### config.mk
export PLATFORM = sky130hd
export DESIGN_NAME = stim_rotator_flat
export DESIGN_NICKNAME = d
export VERILOG_FILES = /design/src/rtl/stim_rotator_if.sv /design/src/rtl/stim_rotator.sv /design/src/flat_wrapper.sv
export SDC_FILE = /design/constraint.sdc
export NUM_CORES = 1
export LEC_CHECK = 0
export BUFFER_PORTS_ARGS = -buffer_cell sky130_fd_sc_hd__buf_2
export CORE_MARGIN = 3
export CORE_UTILIZATION = 45
export CTS_CLUSTER_SIZE = 25
export DETAILED_ROUTE_END_ITERATION = 10
export GPL_ROUTABILITY_DRIVEN = 0
export PLACE_DENSITY = 0.64
export SETUP_SLACK_MARGIN = 0.2
export SYNTH_ARGS = -nofsm -noshare
export SYNTH_HDL_FRONTEND = slang
export SYNTH_SLANG_ARGS = --single-unit
### constraint.sdc
create_clock -name clk -period 2.3 [get_ports clk]
set_input_delay 0.115 -clock clk [delete_from_list [all_inputs] [get_ports clk]]
set_output_delay 0.115 -clock clk [all_outputs]
set_load 0.01 [all_outputs]
### src/rtl/stim_rotator_if.sv
// Signal bundle for stim_rotator: input stream, result stream, status and flush.
// out_parity is present only when STIM_ROTATOR_PARITY_EN is defined.
interface stim_rotator_if #(
   parameter int WIDTH = 8,
   parameter int DEPTH = 4,
   parameter int CNT_W = 3
);
   localparam int CW = $clog2(DEPTH + 1);

   logic             in_valid;
   logic             in_ready;
   logic [WIDTH-1:0] in_data;
   logic             in_dir;
   logic [CNT_W-1:0] in_amt;
   logic             out_valid;
   logic             out_ready;
   logic [WIDTH-1:0] out_data;
   logic             busy;
   logic [CW-1:0]    fifo_count;
   logic             flush;
`ifdef STIM_ROTATOR_PARITY_EN
   logic             out_parity;
`endif

   modport slave (
`ifdef STIM_ROTATOR_PARITY_EN
      output out_parity,
`endif
      input  in_valid, in_data, in_dir, in_amt, out_ready, flush,
      output in_ready, out_valid, out_data, busy, fifo_count
   );

   modport master (
`ifdef STIM_ROTATOR_PARITY_EN
      input  out_parity,
`endif
      output in_valid, in_data, in_dir, in_amt, out_ready, flush,
      input  in_ready, out_valid, out_data, busy, fifo_count
   );
endinterface

### src/rtl/stim_rotator.sv
// Buffers stimulus words in a small FIFO, rotates each one bit per cycle, then holds the result
// on a valid/ready output. Optional out_parity port enabled by defining STIM_ROTATOR_PARITY_EN.
module stim_rotator #(
   parameter int WIDTH = 8,
   parameter int DEPTH = 4,
   parameter int CNT_W = 3
) (
   input logic           clk,
   input logic           reset_n,
   stim_rotator_if.slave bus
);
   localparam int CW = $clog2(DEPTH + 1);
   localparam int PW = $clog2(DEPTH);
   localparam int EW = 1 + CNT_W + WIDTH;

   typedef enum logic [1:0] {IDLE, ROTATE, HOLD} state_e;

   state_e           state_q, state_d;
   logic [EW-1:0]    mem_q [DEPTH];
   logic [PW-1:0]    wr_ptr_q, wr_ptr_d;
   logic [PW-1:0]    rd_ptr_q, rd_ptr_d;
   logic [CW-1:0]    count_q, count_d;
   logic             ready_q, ready_d;
   logic [WIDTH-1:0] work_q, work_d;
   logic [WIDTH-1:0] out_q, out_d;
   logic [CNT_W-1:0] step_q, step_d;
   logic             dir_q, dir_d;
   logic             push, pop;
   logic             head_dir;
   logic [CNT_W-1:0] head_amt;
   logic [WIDTH-1:0] head_data;

   function automatic logic [WIDTH-1:0] rot1(input logic [WIDTH-1:0] w, input logic left);
      return left ? {w[WIDTH-2:0], w[WIDTH-1]} : {w[0], w[WIDTH-1:1]};
   endfunction

   // NOTE: every signal written here gets a default first, so no path can infer a latch.
   always_comb begin
      {head_dir, head_amt, head_data} = mem_q[rd_ptr_q];
      push     = bus.in_valid && ready_q && !bus.flush;
      pop      = (state_q == IDLE) && (count_q != '0) && !bus.flush;
      state_d  = state_q;
      work_d   = work_q;
      step_d   = step_q;
      dir_d    = dir_q;
      out_d    = out_q;
      wr_ptr_d = wr_ptr_q;
      rd_ptr_d = rd_ptr_q;
      count_d  = count_q;

      if (bus.flush) begin
         state_d = IDLE;
      end else begin
         unique case (state_q)
            IDLE: begin
               if (pop) begin
                  work_d = head_data;
                  dir_d  = head_dir;
                  step_d = head_amt;
                  if (head_amt != '0) begin
                     state_d = ROTATE;
                  end else begin
                     state_d = HOLD;
                     out_d   = head_data;
                  end
               end
            end
            ROTATE: begin
               work_d = rot1(work_q, dir_q);
               step_d = step_q - CNT_W'(1);
               if (step_q == CNT_W'(1)) begin
                  state_d = HOLD;
                  out_d   = work_d;
               end
            end
            HOLD: begin
               if (bus.out_ready) state_d = IDLE;
            end
            default: state_d = IDLE;
         endcase
      end

      // Pointers wrap naturally at DEPTH (power of two); the count tells full from empty.
      if (bus.flush) begin
         wr_ptr_d = '0;
         rd_ptr_d = '0;
         count_d  = '0;
      end else begin
         if (push) wr_ptr_d = wr_ptr_q + PW'(1);
         if (pop)  rd_ptr_d = rd_ptr_q + PW'(1);
         if (push && !pop)      count_d = count_q + CW'(1);
         else if (pop && !push) count_d = count_q - CW'(1);
      end
      ready_d = (count_d < CW'(DEPTH));
   end

   // NOTE: state uses non-blocking assignments so every register samples pre-edge values.
   always_ff @(posedge clk or negedge reset_n) begin
      if (!reset_n) begin
         state_q  <= IDLE;
         wr_ptr_q <= '0;
         rd_ptr_q <= '0;
         count_q  <= '0;
         ready_q  <= 1'b0;
         work_q   <= '0;
         out_q    <= '0;
         step_q   <= '0;
         dir_q    <= 1'b0;
      end else begin
         state_q  <= state_d;
         wr_ptr_q <= wr_ptr_d;
         rd_ptr_q <= rd_ptr_d;
         count_q  <= count_d;
         ready_q  <= ready_d;
         work_q   <= work_d;
         out_q    <= out_d;
         step_q   <= step_d;
         dir_q    <= dir_d;
      end
   end

   // NOTE: FIFO storage is not reset; an entry is only read after it has been written.
   always_ff @(posedge clk) begin
      if (push) mem_q[wr_ptr_q] <= {bus.in_dir, bus.in_amt, bus.in_data};
   end

`ifdef STIM_ROTATOR_PARITY_EN
   logic parity_q;
   always_ff @(posedge clk or negedge reset_n) begin
      if (!reset_n) parity_q <= 1'b0;
      else          parity_q <= ^out_d;
   end
   assign bus.out_parity = parity_q;
`endif

   assign bus.in_ready   = ready_q;
   assign bus.out_valid  = (state_q == HOLD);
   assign bus.out_data   = out_q;
   assign bus.busy       = (state_q != IDLE);
   assign bus.fifo_count = count_q;
endmodule

### src/flat_wrapper.sv
// flat-port wrapper written by rule: the top's interface ports become plain ports
module stim_rotator_flat 
#(
   parameter int WIDTH = 8,
   parameter int DEPTH = 4,
   parameter int CNT_W = 3
)
  (clk, reset_n, bus_in_valid, bus_in_data, bus_in_dir, bus_in_amt, bus_out_ready, bus_flush, bus_in_ready, bus_out_valid, bus_out_data, bus_busy, bus_fifo_count);
  stim_rotator_if #(.WIDTH(WIDTH), .DEPTH(DEPTH), .CNT_W(CNT_W)) bus_i ();
  input logic clk;
  input logic reset_n;
  input wire logic [$bits(bus_i.in_valid)-1:0] bus_in_valid;
  input wire logic [$bits(bus_i.in_data)-1:0] bus_in_data;
  input wire logic [$bits(bus_i.in_dir)-1:0] bus_in_dir;
  input wire logic [$bits(bus_i.in_amt)-1:0] bus_in_amt;
  input wire logic [$bits(bus_i.out_ready)-1:0] bus_out_ready;
  input wire logic [$bits(bus_i.flush)-1:0] bus_flush;
  output wire logic [$bits(bus_i.in_ready)-1:0] bus_in_ready;
  output wire logic [$bits(bus_i.out_valid)-1:0] bus_out_valid;
  output wire logic [$bits(bus_i.out_data)-1:0] bus_out_data;
  output wire logic [$bits(bus_i.busy)-1:0] bus_busy;
  output wire logic [$bits(bus_i.fifo_count)-1:0] bus_fifo_count;
  assign bus_i.in_valid = bus_in_valid;
  assign bus_i.in_data = bus_in_data;
  assign bus_i.in_dir = bus_in_dir;
  assign bus_i.in_amt = bus_in_amt;
  assign bus_i.out_ready = bus_out_ready;
  assign bus_i.flush = bus_flush;
  assign bus_in_ready = bus_i.in_ready;
  assign bus_out_valid = bus_i.out_valid;
  assign bus_out_data = bus_i.out_data;
  assign bus_busy = bus_i.busy;
  assign bus_fifo_count = bus_i.fifo_count;
  stim_rotator #(.WIDTH(WIDTH), .DEPTH(DEPTH), .CNT_W(CNT_W)) u_core (.clk(clk), .reset_n(reset_n), .bus(bus_i));
endmodule
# Word-level counts from Yosys, hierarchy flattened
# Memory sizes are Yosys's and may differ from the RTL's.
# Index checks and enable logic that the tools add are counted.
# word_totals
register_bits	30
ram_bits	48
inputBits	17
output_inout_bits	14
elab_cells	70
memories	1
# op_classes
addsub	5
magnitude_cmp	1
n_eq_ne	9
mux	24
bitwise	1
reduce_logical	20
# mem_list
name	depth	word_bits	rd	rd_clocked_by_memory_dff	write_ports	line_no	text
u_core.mem_q	4	12	1	0	1	stim_rotator.sv:19	logic [EW-1:0] mem_q [DEPTH];
# op_table
op	count
2-to-1 mux 8 bit	5
case mux 8 bit (2 select lines)	2
2-to-1 mux 2 bit	9
2-to-1 mux 3 bit	4
AND reduction 3 bit	3
nonzero test 2 bit	4
logical AND 1 bit	6
inequality test 3 x 2 -> 1 bit (second input constant)	2
case mux 2 bit (3 select lines)	1
case mux 3 bit (2 select lines)	1
nonzero test 3 bit	2
subtractor 3 x 1 -> 3 bit (second input constant)	2
AND reduction 5 bit	1
adder 2 x 1 -> 2 bit (second input constant)	2
inequality test 2 x 1 -> 1 bit (second input constant)	2
adder 3 x 1 -> 3 bit (second input constant)	1
== test 3 x 1 -> 1 bit (second input constant)	1
logical NOT 1 bit	3
less-than comparator 3 bit (second input constant)	1
inequality test 3 bit (second input constant)	1
== test 2 x 1 -> 1 bit (second input constant)	1
== test 2 bit (second input constant)	1
logical NOT 2 bit	1
2-to-1 mux 1 bit	2
2 further kinds	2

# Logic depth before layout (Yosys ltp)
# Gate-level depths: netlist (run 1).
# logic_depth
ltp_word	8
ltp_mapped	7
depth_no_buf	6

# Least setup slack after synthesis (run 1)
# Ideal clock, no wire load.
# synth_path
kind	register -> register
from	reg u_core.rd_ptr_q[0]
to	reg u_core.out_q[0] (netlist: u_core.bus.out_data[0])
setup_time_ns	0.125
arrival_time_ns	2.044
required_ns	2.175
path_slack_ns	0.130
path_stages_with_launch	7
n_path_buf	2
synth_period_minus_slack_ns	2.170
path_cell_list	dfrtp_1 > buf_6 > mux4_2 > or3_1 > a211o_1 > buf_6 > mux2_4
# synth_via
elab_chain_len	4
word_cells_on_any_way	7
cone_classes	1 x eq/ne; 3 x mux; 2 x reduce/logical; 1 x memory
# synth_lines
element	line_no	text
from (decl)	stim_rotator.sv:21	logic [PW-1:0] rd_ptr_q, rd_ptr_d;
from (signal assigned)	stim_rotator.sv:112	rd_ptr_q <= rd_ptr_d;
memory read (4 x 12 bit) *	--	
nonzero test 3 bit or 2-to-1 mux 8 bit (tied branches)	stim_rotator.sv:60	if (head_amt != '0) begin
inequality test 2 bit (no source line) or 2-to-1 mux 8 bit (tied branches)	--	
AND reduction 5 bit (no source line) or case mux 8 bit (2 select lines) (tied branches)	--	
to (signal assigned)	stim_rotator.sv:116	out_q <= out_d;
to (decl)	stim_rotator.sv:25	logic [WIDTH-1:0] out_q, out_d;
# Mark *: on every way between the ends. The rest lies on a longest branch, timed or not. The select of a mux whose other input is x is not followed.
# A chain may end at the register's enable or synchronous reset.

# Worst setup path in the final report (run 1)
# layout_path
from	reg u_core.rd_ptr_q[0]
to	reg u_core.out_q[2] (netlist: u_core.bus.out_data[2])
# The elaborated chain is that of the path after synthesis.

==> impl_summary.txt, run 1 <==
----------------------------------------------------
[Run status]
  Result of the run ... finished, final reports clean

[Hold path]
  Type of the most critical hold path ... primary input to flop

[Pwr]
  Max rail drop VDD ... ~0.48 mV
  Sequential power share ... 0.429
  Net switching power ... 1.53 mW
  Pwr Density ... roughly 1200 nW/um^2
  Combinational fraction of design power ... 0.350
  Power, Total ... roughly 4.7 mW
  P_int ... between 3 and 4 mW
  Total leakage power ... ~1.7 nW
  Net switching fraction of the power ... 0.324
  Share of total power in the clock network ... 0.221

[Route]
  Detail-routed net length per standard cell ... roughly 15 microns
  DR vias/cell ... about 5.0
  DRC violations left ... 0
  Count of TritonRoute iterations in the first routing pass ... 4
  Vias post-DR ... between 1500 and 2000
  Antenna-violating nets left ... 0
  Total Wirelength ... roughly 5800 microns
  Drt first-iter violations ... between 60 and 70

[Die]
  Die outline area ... 8530 sq um
  Floorplan Core Area ... roughly 7000 sq um
  Overall die height ... approximately 90 microns
  Initial Util ... 0.478
  Width of the chip ... 92.4 microns
  Num rows ... 30
  Number of I/O pins ... 31

[Timing]
  Setup repair after global routing missed its margin ... yes
  Actual transition at the worst max-transition pin ... 0.683 ns
  Final count of negative-setup-slack endpoints ... 0
  Max-slew violation total from the final report ... 0
  Worst slew margin relative to its limit ... 0.544
  Share of the cycle needed by the critical path after routing ... 0.962
  Worst hold slack after final layout ... 0.0415 ns
  Final critical-path required period ... about 2.2 ns
  Final total negative setup slack ... 0 ns
  Max Clk Rate ... around 0.45 GHz
  Worst-case clock skew ... roughly 0.0066 ns
  Final Hold Fails ... 0

[Clock tree]
  Clock transition at path regs ... around 0.080 ns
  CTS root buffer ... sky130_fd_sc_hd__clkbuf_8
  Clock tree from TritonCTS ... built
  Total clock buffers created by CTS ... 9
  Clock Latency Late Sink ... roughly 0.35 ns
  H-Tree Depth ... 3
  Max clock buf depth ... 2
  Number of clock sinks ... slightly below 80

[Layout]
  Final-layout fill cell count ... ~570
  Number of diodes added for antenna fixing ... 0
  Final net count ... roughly 300
  Layout cells sized above 1 ... 0.322
  Storage element area ... ~2200 sq um
  Synth-to-Final Area Change ... 19.9%
  Area used by multi-input combinational logic ... 1080 sq um

[Yosys]
  Area share of the largest cell type after synthesis ... 0.429
  Synthesized flop and latch total ... a little under 80
  Cell area after synthesis ... ~3400 sq um
  Synthesized Nets ... between 200 and 250
  Cell type with the highest aggregate area in the netlist ... sky130_fd_sc_hd__edfxtp_1
  Synth cell types ... 35
  Share of flip-flops with an asynchronous set or reset ... 0.385
  Average footprint of a synthesized cell ... between 15 and 20 sq um
  Top_reg_cell synth ... sky130_fd_sc_hd__edfxtp_1
  Number of warnings issued by yosys ... 0
  Post-synthesis sequential area ratio ... 0.653
  Number of instances in the synthesized netlist ... about 210
  Count of flip-flops with a built-in enable after synthesis ... 48
  Most frequent cells after synthesis ... 48 x sky130_fd_sc_hd__edfxtp_1, 30 x sky130_fd_sc_hd__dfrtp_1, 12 x sky130_fd_sc_hd__mux4_2, 12 x sky130_fd_sc_hd__nand2_1, 12 x sky130_fd_sc_hd__o21ai_0
  Synth top area cells ... sky130_fd_sc_hd__edfxtp_1 43%, sky130_fd_sc_hd__dfrtp_1 22%, sky130_fd_sc_hd__mux4_2 8.0%
  Most common cell in the netlist ... sky130_fd_sc_hd__edfxtp_1

[Placement]
  Number of port buffers ... 30
  Detailed placer's ending HPWL ... around 3800 microns

[GRT]
  Gr usage total ... 0.150
  First-pass GRT wire length ... approximately 9600 microns
  Grt ovf ... 0
  Maximum number of pins on one net before global-route repair ... 31
  Number of antenna violations at the first check in global routing ... 0
  Via count of the first global-routing pass ... roughly 1900

[Flow run]
  Max-cap violations ... 0

[Setup path]
  Critical Path Start Type ... flop
  Crit Path Class ... flop to flop
  Worst setup EP type ... flop
  Worst endpoint data arrival time ... 2.45 ns
  CP Data Required Time ... approximately 2.5 ns
  Crit Path Max Fanout ... 9

----------------------------------------------------
kinds of logic (layout without fill, tap and decap cells):
logic type               count (synthesis)  after routing  share of synthesized area
flip-flops                              78             78                      0.653
AND/OR/NAND/NOR                         38             38                     0.0548
multiplexers                            37             37                      0.170
AO/OA/AOI/OAI                           25             25                     0.0443
buffers and inverters                   21             83                     0.0283
adder cells (fa/ha/maj)                 10             10                     0.0365
XOR/XNOR                                 5              5                     0.0130
sequential cells by signal, indices dropped and copies added, names as in the netlist:
signal and cells:
u_core.work_q 8, u_core.bus.out_data 8, u_core.state_q 2, u_core.bus.fifo_count 3
u_core.mem_q 48, u_core.rd_ptr_q 2, u_core.wr_ptr_q 2, u_core.dir_q 1
u_core.bus.in_ready 1, u_core.step_q 3
what timing repair did:
item,4_1_cts,5_1_grt
endpoints found under the setup margin,8,8
hold buffers,14,0
gates resized for setup,2,0
endpoints found under the hold margin,79,0
buffers inserted,0,1
final timing paths:
kind	from	endpoint	slack, ns	cells after the start
worst max register to register	u_core.rd_ptr_q[0]	u_core.bus.out_data[2]	0.09	5
worst max-delay path	u_core.rd_ptr_q[0]	u_core.bus.out_data[2]	0.09	5
max in group asynchronous	reset_n	u_core.rd_ptr_q[0]	1.46	2
min in group asynchronous	reset_n	u_core.work_q[5]	0.34	2
worst min register to register	u_core.bus.out_data[3]	u_core.bus.out_data[3]	0.51	1
worst min-delay path	bus_flush	u_core.wr_ptr_q[1]	0.04	2
placed cells by master (no fill, tap or decap), types with 2 or more instances in the layout:
cell                            count
sky130_fd_sc_hd__edfxtp_1          48
sky130_fd_sc_hd__buf_2             30
sky130_fd_sc_hd__xor2_1             2
sky130_fd_sc_hd__nand2_1           12
sky130_fd_sc_hd__o21ai_0           12
sky130_fd_sc_hd__mux4_2            12
sky130_fd_sc_hd__dfrtp_1           29
sky130_fd_sc_hd__xnor2_1            3
sky130_fd_sc_hd__inv_6              4
sky130_fd_sc_hd__inv_1             11
sky130_fd_sc_hd__nor2_1             9
sky130_fd_sc_hd__nand3_1            3
sky130_fd_sc_hd__dlygate4sd3_1     14
sky130_fd_sc_hd__clkbuf_8           9
sky130_fd_sc_hd__ha_1               9
sky130_fd_sc_hd__nand2b_1           2
sky130_fd_sc_hd__mux2_4             8
sky130_fd_sc_hd__buf_4             11
sky130_fd_sc_hd__mux2i_1            8
sky130_fd_sc_hd__mux2_2             9
sky130_fd_sc_hd__a21oi_1            6
sky130_fd_sc_hd__and3_1             5
power groups by stage:
| stage | combinational, mW | clock [mW] | sequential, mW |
|---|---|---|---|
| finish | 1.66 | 1.04 | 2.03 |
| global route | 1.85 | 1.15 | 2.08 |
| CTS | 1.67 | 1.08 | 2.03 |
| detailed placement | 1.65 | 0 | 2.06 |
| global placement | 1.62 | 0 | 2.05 |
| floorplan | 1.21 | 0 | 2.01 |
worst max-delay path, cell delays in order, from the launching register on:
cell	delay, ns
sky130_fd_sc_hd__dfrtp_2	0.43
sky130_fd_sc_hd__mux4_2	0.53
sky130_fd_sc_hd__or3_4	0.40
sky130_fd_sc_hd__a211o_1	0.30
sky130_fd_sc_hd__buf_12	0.16
sky130_fd_sc_hd__mux2_4	0.29
metrics by stage:
step / setup WS (ns) / cell area, sq um / instances / utilization
global route: 0.0256 / 4030 / 372 / 0.573
CTS: 0.0855 / 4020 / 371 / 0.572
global placement: 0.0527 / 3670 / 341 / 0.523
finish: 0.0873 / 4030 / 372 / 0.573
detailed placement: 0.0303 / 3670 / 341 / 0.523
floorplan: 0.165 / 3360 / 214 / -
area by class of cell:
| class | count | share of cell area |
|---|---|---|
| Clock inverter | 7 | 0.0193 |
| Clock buffer | 9 | 0.0308 |
| Timing Repair Buffer | 56 | 0.0976 |
| Inverter | 11 | 0.0103 |
| Tap cell | 96 | 0.0298 |
| Multi-Input combinational cell | 115 | 0.267 |
| Sequential cell | 78 | 0.545 |
routing by layer:
| metal | wire, microns | track usage | vias to the layer above |
|---|---|---|---|
| li1 | - | - | 911 |
| met3 | 247 | 0.0447 | 12 |
| met1 | 2740 | 0.200 | 911 |
| met5 | 0 | 0 | - |
| met4 | 96 | 0.0619 | 0 |
| met2 | 2670 | 0.230 | 37 |
(Power assumes the default switching activity.)
==> run 2: changes to the inputs <==
- PLACE_DENSITY: 0.64 -> 0.61
- RECOVER_POWER: not set -> 100
- clock period: 2.3 -> 2.1 ns (I/O delays scaled with it)
==> run 2 against run 1 <==
  * The run now ends with capacitance limit, slew limit, setup timing left
  * Clock skew grew 0.0029 ns
  * Sequential power grew 9.9%
  * Clock power grew 8%
  * Largest power group unchanged
  * Worst setup slack lost 0.18 ns
  * Via count grew 1.5%
  * Maximum frequency grew 0.72%
  * Sequential cell count is the same
  * Critical path depth shrank 1
  * Sequential share of layout area shrank 0.17 points
  * Register-to-register slack lost 0.18 ns
==> impl_summary.txt, run 2 (synthesized netlist as in run 1, its figures left out) <==
----------------------------------------------------
[Timing]
  Final Hold Fails ... 0
  Worst-case clock skew ... roughly 0.0095 ns
  Worst slew margin relative to its limit ... -0.0987
  Max-slew violation total from the final report ... 31
  Share of the cycle needed by the critical path after routing ... 1.05
  Max Clk Rate ... approximately 0.46 GHz
  Setup slack of the critical path after layout ... -0.0968 ns
  Final critical-path required period ... 2.20 ns
  Setup repair after global routing missed its margin ... yes
  Final total negative setup slack ... -0.669 ns
  Final count of negative-setup-slack endpoints ... 8
  Actual transition at the worst max-transition pin ... around 1.6 ns
  Worst hold slack after final layout ... between 0.05 and 0.06 ns

[Die]
  Initial Util ... 0.478
  Number of I/O pins ... 31
  Die outline area ... ~8500 sq um
  Width of the chip ... between 90 and 100 microns
  Floorplan Core Area ... 7020 sq um
  Overall die height ... between 90 and 100 microns
  Num rows ... 30

[Layout]
  Flip-flop count of the largest register after layout ... 48
  Synth-to-Final Area Change ... 20.2%
  Leading cell type in the layout, fill and taps excluded ... sky130_fd_sc_hd__edfxtp_1
  Layout cells sized above 1 ... 0.239
  Summed area of non-filler cells in the final layout ... ~4000 sq um
  Final-layout fill cell count ... about 600
  Number of diodes added for antenna fixing ... 0
  Final net count ... a little over 300
  Number of standard cells in the layout, taps in and fillers out ... 380
  Most frequent cells in the layout ... 48 x sky130_fd_sc_hd__edfxtp_1, 31 x sky130_fd_sc_hd__clkbuf_1, 29 x sky130_fd_sc_hd__dfrtp_1
  Area used by multi-input combinational logic ... ~1100 sq um
  Storage element area ... 2190 sq um
  Top reg by flops ... u_core.mem_q

[Route]
  DRC violations left ... 0
  Detail-routed net length per standard cell ... about 16 microns
  Total Wirelength ... around 6000 microns
  Count of TritonRoute iterations in the first routing pass ... 4
  DR vias/cell ... ~5
  Vias post-DR ... between 1500 and 2000
  Antenna-violating nets left ... 0
  Drt first-iter violations ... 66

[Pwr]
  Max rail drop VDD ... between 0.5 and 0.6 mV
  Pwr Density ... 1300 nW/um^2
  Power, Total ... 5.24 mW
  Total leakage power ... between 1.5 and 2 nW

[GRT]
  Via count of the first global-routing pass ... between 1500 and 2000
  Grt ovf ... 0
  Number of antenna violations at the first check in global routing ... 0
  Gr usage total ... 0.151
  First-pass GRT wire length ... between 9000 and 10000 microns
  Maximum number of pins on one net before global-route repair ... 31

[Setup path]
  Register-to-register setup slack ... -0.1 ns
  Crit Path Max Fanout ... 5
  Worst setup EP type ... flop
  Depth of the worst register-to-register path ... 4
  CP Data Required Time ... approximately 2.3 ns
  Critical Path Start Type ... flop
  Worst endpoint data arrival time ... ~2.4 ns
  Crit Path Class ... flop to flop
  End of the worst register-to-register path ... u_core.bus.out_data[4]
  Launching point of the worst reg2reg path ... u_core.rd_ptr_q[0]

[Clock tree]
  Clock Latency Late Sink ... ~0.35 ns
  CTS root buffer ... sky130_fd_sc_hd__clkbuf_8
  Total clock buffers created by CTS ... 9
  Max clock buf depth ... 2
  H-Tree Depth ... 3
  Number of clock sinks ... 78
  Clock transition at path regs ... roughly 0.08 ns
  Clock tree from TritonCTS ... built

[Hold path]
  Start point of the worst min-delay path ... bus_flush
  Type of the most critical hold path ... primary input to flop
  Endpoint of the worst hold-timing path ... u_core.bus.fifo_count[0]
  Cells on Worst Hold Path ... 2

[Placement]
  Detailed placer's ending HPWL ... slightly below 4000 microns
  Post-Place Cell Area ... 3670 sq um
  Number of port buffers ... 30
  Number of cells in the design after placement ... 343

[Run status]
  Violated checks ... capacitance limit, slew limit, setup timing
  Result of the run ... finished, violations left

[Flow run]
  Max-cap violations ... 1

----------------------------------------------------
[run 2: cell type report]
cell class / count / area share
clock buffers: 9 / 0.0307
clock inverters: 7 / 0.0177
inverters: 11 / 0.0102
multi-input cells: 116 / 0.275
flip-flops and latches: 78 / 0.543
well taps: 96 / 0.0297
repair buffers: 63 / 0.0930
[run 2: metrics by stage]
stage | utilization | worst slack, ns
2_1_floorplan | - | -0.0347
3_3_place_gp | 0.523 | -0.256
3_5_place_dp | 0.523 | -0.321
4_1_cts | 0.576 | -0.109
5_1_grt | 0.575 | -0.153
6_report | 0.575 | -0.0968
[run 2: what timing repair did]
item | in CTS | in global routing
gates resized for setup | 4 | 10
endpoints found under the setup margin | 9 | 19
hold buffers | 14 | 0
setup buffers | 1 | 4
pin swaps | 2 | 3
hold endpoints to repair | 79 | 0
cloned | 1 | 1
[run 2: how the worst max path moves through the flow]
stage	end	slack, ns	cells after the start	startpoint
5_1_grt	u_core.bus.out_data[3]	-0.15	4	u_core.rd_ptr_q[0]
2_1_floorplan	u_core.bus.out_data[0]	-0.03	6	u_core.rd_ptr_q[0]
3_3_place_gp	u_core.bus.out_data[3]	-0.26	4	u_core.rd_ptr_q[0]
4_1_cts	u_core.bus.out_data[3]	-0.11	4	u_core.rd_ptr_q[0]
3_5_place_dp	u_core.bus.out_data[3]	-0.32	4	u_core.rd_ptr_q[0]
6_report	u_core.bus.out_data[4]	-0.1	4	u_core.rd_ptr_q[0]
[run 2: power by group]
group | total [mW] | internal (mW) | switching, mW
logic | 1.89 | 0.978 | 0.915
clock network | 1.12 | 0.551 | 0.568
registers | 2.23 | 1.97 | 0.259
[run 2: metal layers]
metal,global-route usage,routed length (microns)
met5,0,0
met1,0.209,2840
met2,0.230,2830
met3,0.0414,246
met4,0.0557,74
[run 2: critical path, cell delays in order (launching register included)]
cell and delay [ns]:
sky130_fd_sc_hd__dfrtp_2 0.43, sky130_fd_sc_hd__mux4_2 0.52, sky130_fd_sc_hd__or3_4 0.43, sky130_fd_sc_hd__a211o_4 0.39
sky130_fd_sc_hd__mux2_4 0.31
==> run 3: changes to the inputs <==
- CELL_PAD_IN_SITES_DETAIL_PLACEMENT: not set -> 0
- CELL_PAD_IN_SITES_GLOBAL_PLACEMENT: not set -> 2
- CORE_UTILIZATION: 45 -> 43
- PLACE_DENSITY: 0.61 -> 0.77
==> run 3 against run 2 <==
  * The run ends with setup timing left
  * Register-to-register slack got worse by 0.04 ns
  * Sequential cell count stayed put
  * Power is 2.8% lower
  * Worst hold slack got worse by 0.0068 ns
  * Maximum frequency shrank 1.6%
  * Critical path depth grew 1
  * Worst setup slack got worse by 0.036 ns
  * Combinational power down 3%
  * Wire length increased by 1.0%
  * Global-route usage up 0.56 points
  * Largest power group unchanged
  * Highest routed layer unchanged
==> impl_summary.txt, run 3 (synthesized netlist as in run 1, its figures left out) <==
----------------------------------------------------
[Layout]
  Synth-to-Final Area Change ... 18.6%
  Flip-flop count of the largest register after layout ... 48
  Top reg by flops ... u_core.mem_q
  Summed area of non-filler cells in the final layout ... ~4000 sq um
  Final net count ... around 300
  Leading cell type in the layout, fill and taps excluded ... sky130_fd_sc_hd__edfxtp_1
  Number of standard cells in the layout, taps in and fillers out ... roughly 380
  Number of diodes added for antenna fixing ... 0
  Layout cells sized above 1 ... 0.227
  Most frequent cells in the layout ... 48 x sky130_fd_sc_hd__edfxtp_1, 29 x sky130_fd_sc_hd__clkbuf_1, 29 x sky130_fd_sc_hd__dfrtp_1

[GRT]
  Number of antenna violations at the first check in global routing ... 0
  Maximum number of pins on one net before global-route repair ... 31
  First-pass GRT wire length ... ~10000 microns
  Gr usage total ... 0.157
  Via count of the first global-routing pass ... 1991
  Grt ovf ... 0

[Pwr]
  Total leakage power ... ~1.6 nW
  Sequential power share ... 0.438
  Max rail drop VDD ... between 0.4 and 0.5 mV
  Net switching power ... around 1.7 mW
  Power, Total ... roughly 5.1 mW
  Pwr Density ... 1280 nW/um^2
  P_int ... ~3.4 mW
  Combinational fraction of design power ... 0.361
  Share of total power in the clock network ... 0.201
  Net switching fraction of the power ... 0.339

[Setup path]
  Worst endpoint data arrival time ... 2.47 ns
  Critical Path Start Type ... flop
  CP Data Required Time ... approximately 2.3 ns
  Crit Path Max Fanout ... 9
  Launch point of the critical path ... u_core.rd_ptr_q[0]
  Launching point of the worst reg2reg path ... u_core.rd_ptr_q[0]
  Crit Path Class ... flop to flop
  Worst setup EP type ... flop

[Flow run]
  Max-cap violations ... 0

[Die]
  Num rows ... 31
  Number of I/O pins ... 31
  Die outline area ... 8910 sq um
  Overall die height ... about 94 microns
  Initial Util ... 0.453
  Floorplan Core Area ... roughly 7400 sq um
  Width of the chip ... between 90 and 100 microns

[Timing]
  Final critical-path required period ... about 2.2 ns
  Share of the cycle needed by the critical path after routing ... 1.06
  Actual transition at the worst max-transition pin ... 0.761 ns
  Worst slew margin relative to its limit ... 0.493
  Max Clk Rate ... 0.448 GHz
  Worst-case clock skew ... 0.00943 ns
  Setup repair after global routing missed its margin ... yes
  Max-slew violation total from the final report ... 0
  Final total negative setup slack ... -1.01 ns
  Setup slack of the critical path after layout ... -0.133 ns
  Final count of negative-setup-slack endpoints ... 8
  Final Hold Fails ... 0

[Placement]
  Detailed placer's ending HPWL ... a little over 4000 microns
  Number of cells in the design after placement ... roughly 350
  Placement Setup Slack ... -0.204 ns
  Post-Place Cell Area ... roughly 3700 sq um
  Number of port buffers ... 30

[Clock tree]
  Total clock buffers created by CTS ... 9
  Number of clock sinks ... 78
  H-Tree Depth ... 3
  CTS root buffer ... sky130_fd_sc_hd__clkbuf_8
  Clock tree from TritonCTS ... built
  Max clock buf depth ... 2
  Clock Latency Late Sink ... approximately 0.34 ns
  Clock transition at path regs ... approximately 0.08 ns

[Route]
  DRC violations left ... 0
  Antenna-violating nets left ... 0
  Count of TritonRoute iterations in the first routing pass ... 4
  Drt first-iter violations ... 83
  Vias post-DR ... 1903
  DR vias/cell ... roughly 5.0
  Total Wirelength ... ~6000 microns
  Detail-routed net length per standard cell ... around 16 microns

[Hold path]
  Start point of the worst min-delay path ... bus_flush
  Type of the most critical hold path ... primary input to flop

[Run status]
  Violated checks ... setup timing
  Result of the run ... finished, violations left

----------------------------------------------------
-- run 3: changes by cell type in the layout (fill, tap and decap cells not counted), sizes merged --
cell / before / now
a211o: 2 / 1
buf: 13 / 11
bufinv: 1 / 0
clkbuf: 45 / 42
clkinv: 2 / 4
clkinvlp: 2 / 1
-- run 3: final timing paths --
check | cells past startpoint | end | slack (ns)
hold / removal | 2 | u_core.wr_ptr_q[1] | 0.05
setup / recovery | 5 | u_core.bus.out_data[1] | -0.13
max in group asynchronous | 2 | u_core.rd_ptr_q[0] | 1.21
setup reg to reg | 5 | u_core.bus.out_data[1] | -0.13
hold reg to reg | 1 | u_core.bus.out_data[6] | 0.52
min in group asynchronous | 2 | u_core.bus.out_data[3] | 0.35
-- run 3: area by class of cell --
type                       instances  area (sq um)
clock inverter                     7          56.3
fill                             657          3420
inverter                          11          41.3
tap                               99           124
clock buffer                       9           124
sequential                        78          2190
multi-input combinational        115          1080
timing repair buffer              58           367
-- run 3: what timing repair did --
| action | 4_1_cts | 5_1_grt |
|---|---|---|
| buffers inserted | 0 | 1 |
| setup endpoints to repair | 15 | 19 |
| hold buffers | 14 | 0 |
| gates resized for setup | 2 | 14 |
| endpoints found under the hold margin | 79 | 0 |
-- run 3: through the flow --
stage | util | hold WS, ns
after floorplan | - | -0.191
after global placement | 0.498 | 0.202
after detailed placement | 0.498 | 0.199
after CTS | 0.542 | 0.0357
after global routing | 0.538 | 0.0471
final | 0.538 | 0.0503
-- run 3: per-layer routing --
metal | track usage | routed length [microns] | vias up
met5 | 0 | 0 | -
met4 | 0.0650 | 83 | 0
met3 | 0.0311 | 187 | 8
met2 | 0.237 | 2770 | 27
met1 | 0.223 | 3000 | 952
li1 | - | - | 916
-- run 3: worst max-delay path, stage by stage (launching register included) --
cell	delay (ns)
sky130_fd_sc_hd__dfrtp_2	0.44
sky130_fd_sc_hd__mux4_2	0.53
sky130_fd_sc_hd__or3_4	0.40
sky130_fd_sc_hd__a211o_1	0.30
sky130_fd_sc_hd__buf_12	0.16
sky130_fd_sc_hd__mux2_4	0.29
-- run 3: power by group through the flow --
| stage | sequential (mW) | combinational, mW | clock, mW |
|---|---|---|---|
| 3_3_place_gp | 2.25 | 1.83 | 0 |
| 3_5_place_dp | 2.26 | 1.85 | 0 |
| 6_report | 2.23 | 1.84 | 1.02 |
| 4_1_cts | 2.23 | 1.88 | 1.06 |
| 5_1_grt | 2.29 | 2.07 | 1.14 |
| 2_1_floorplan | 2.21 | 1.33 | 0 |
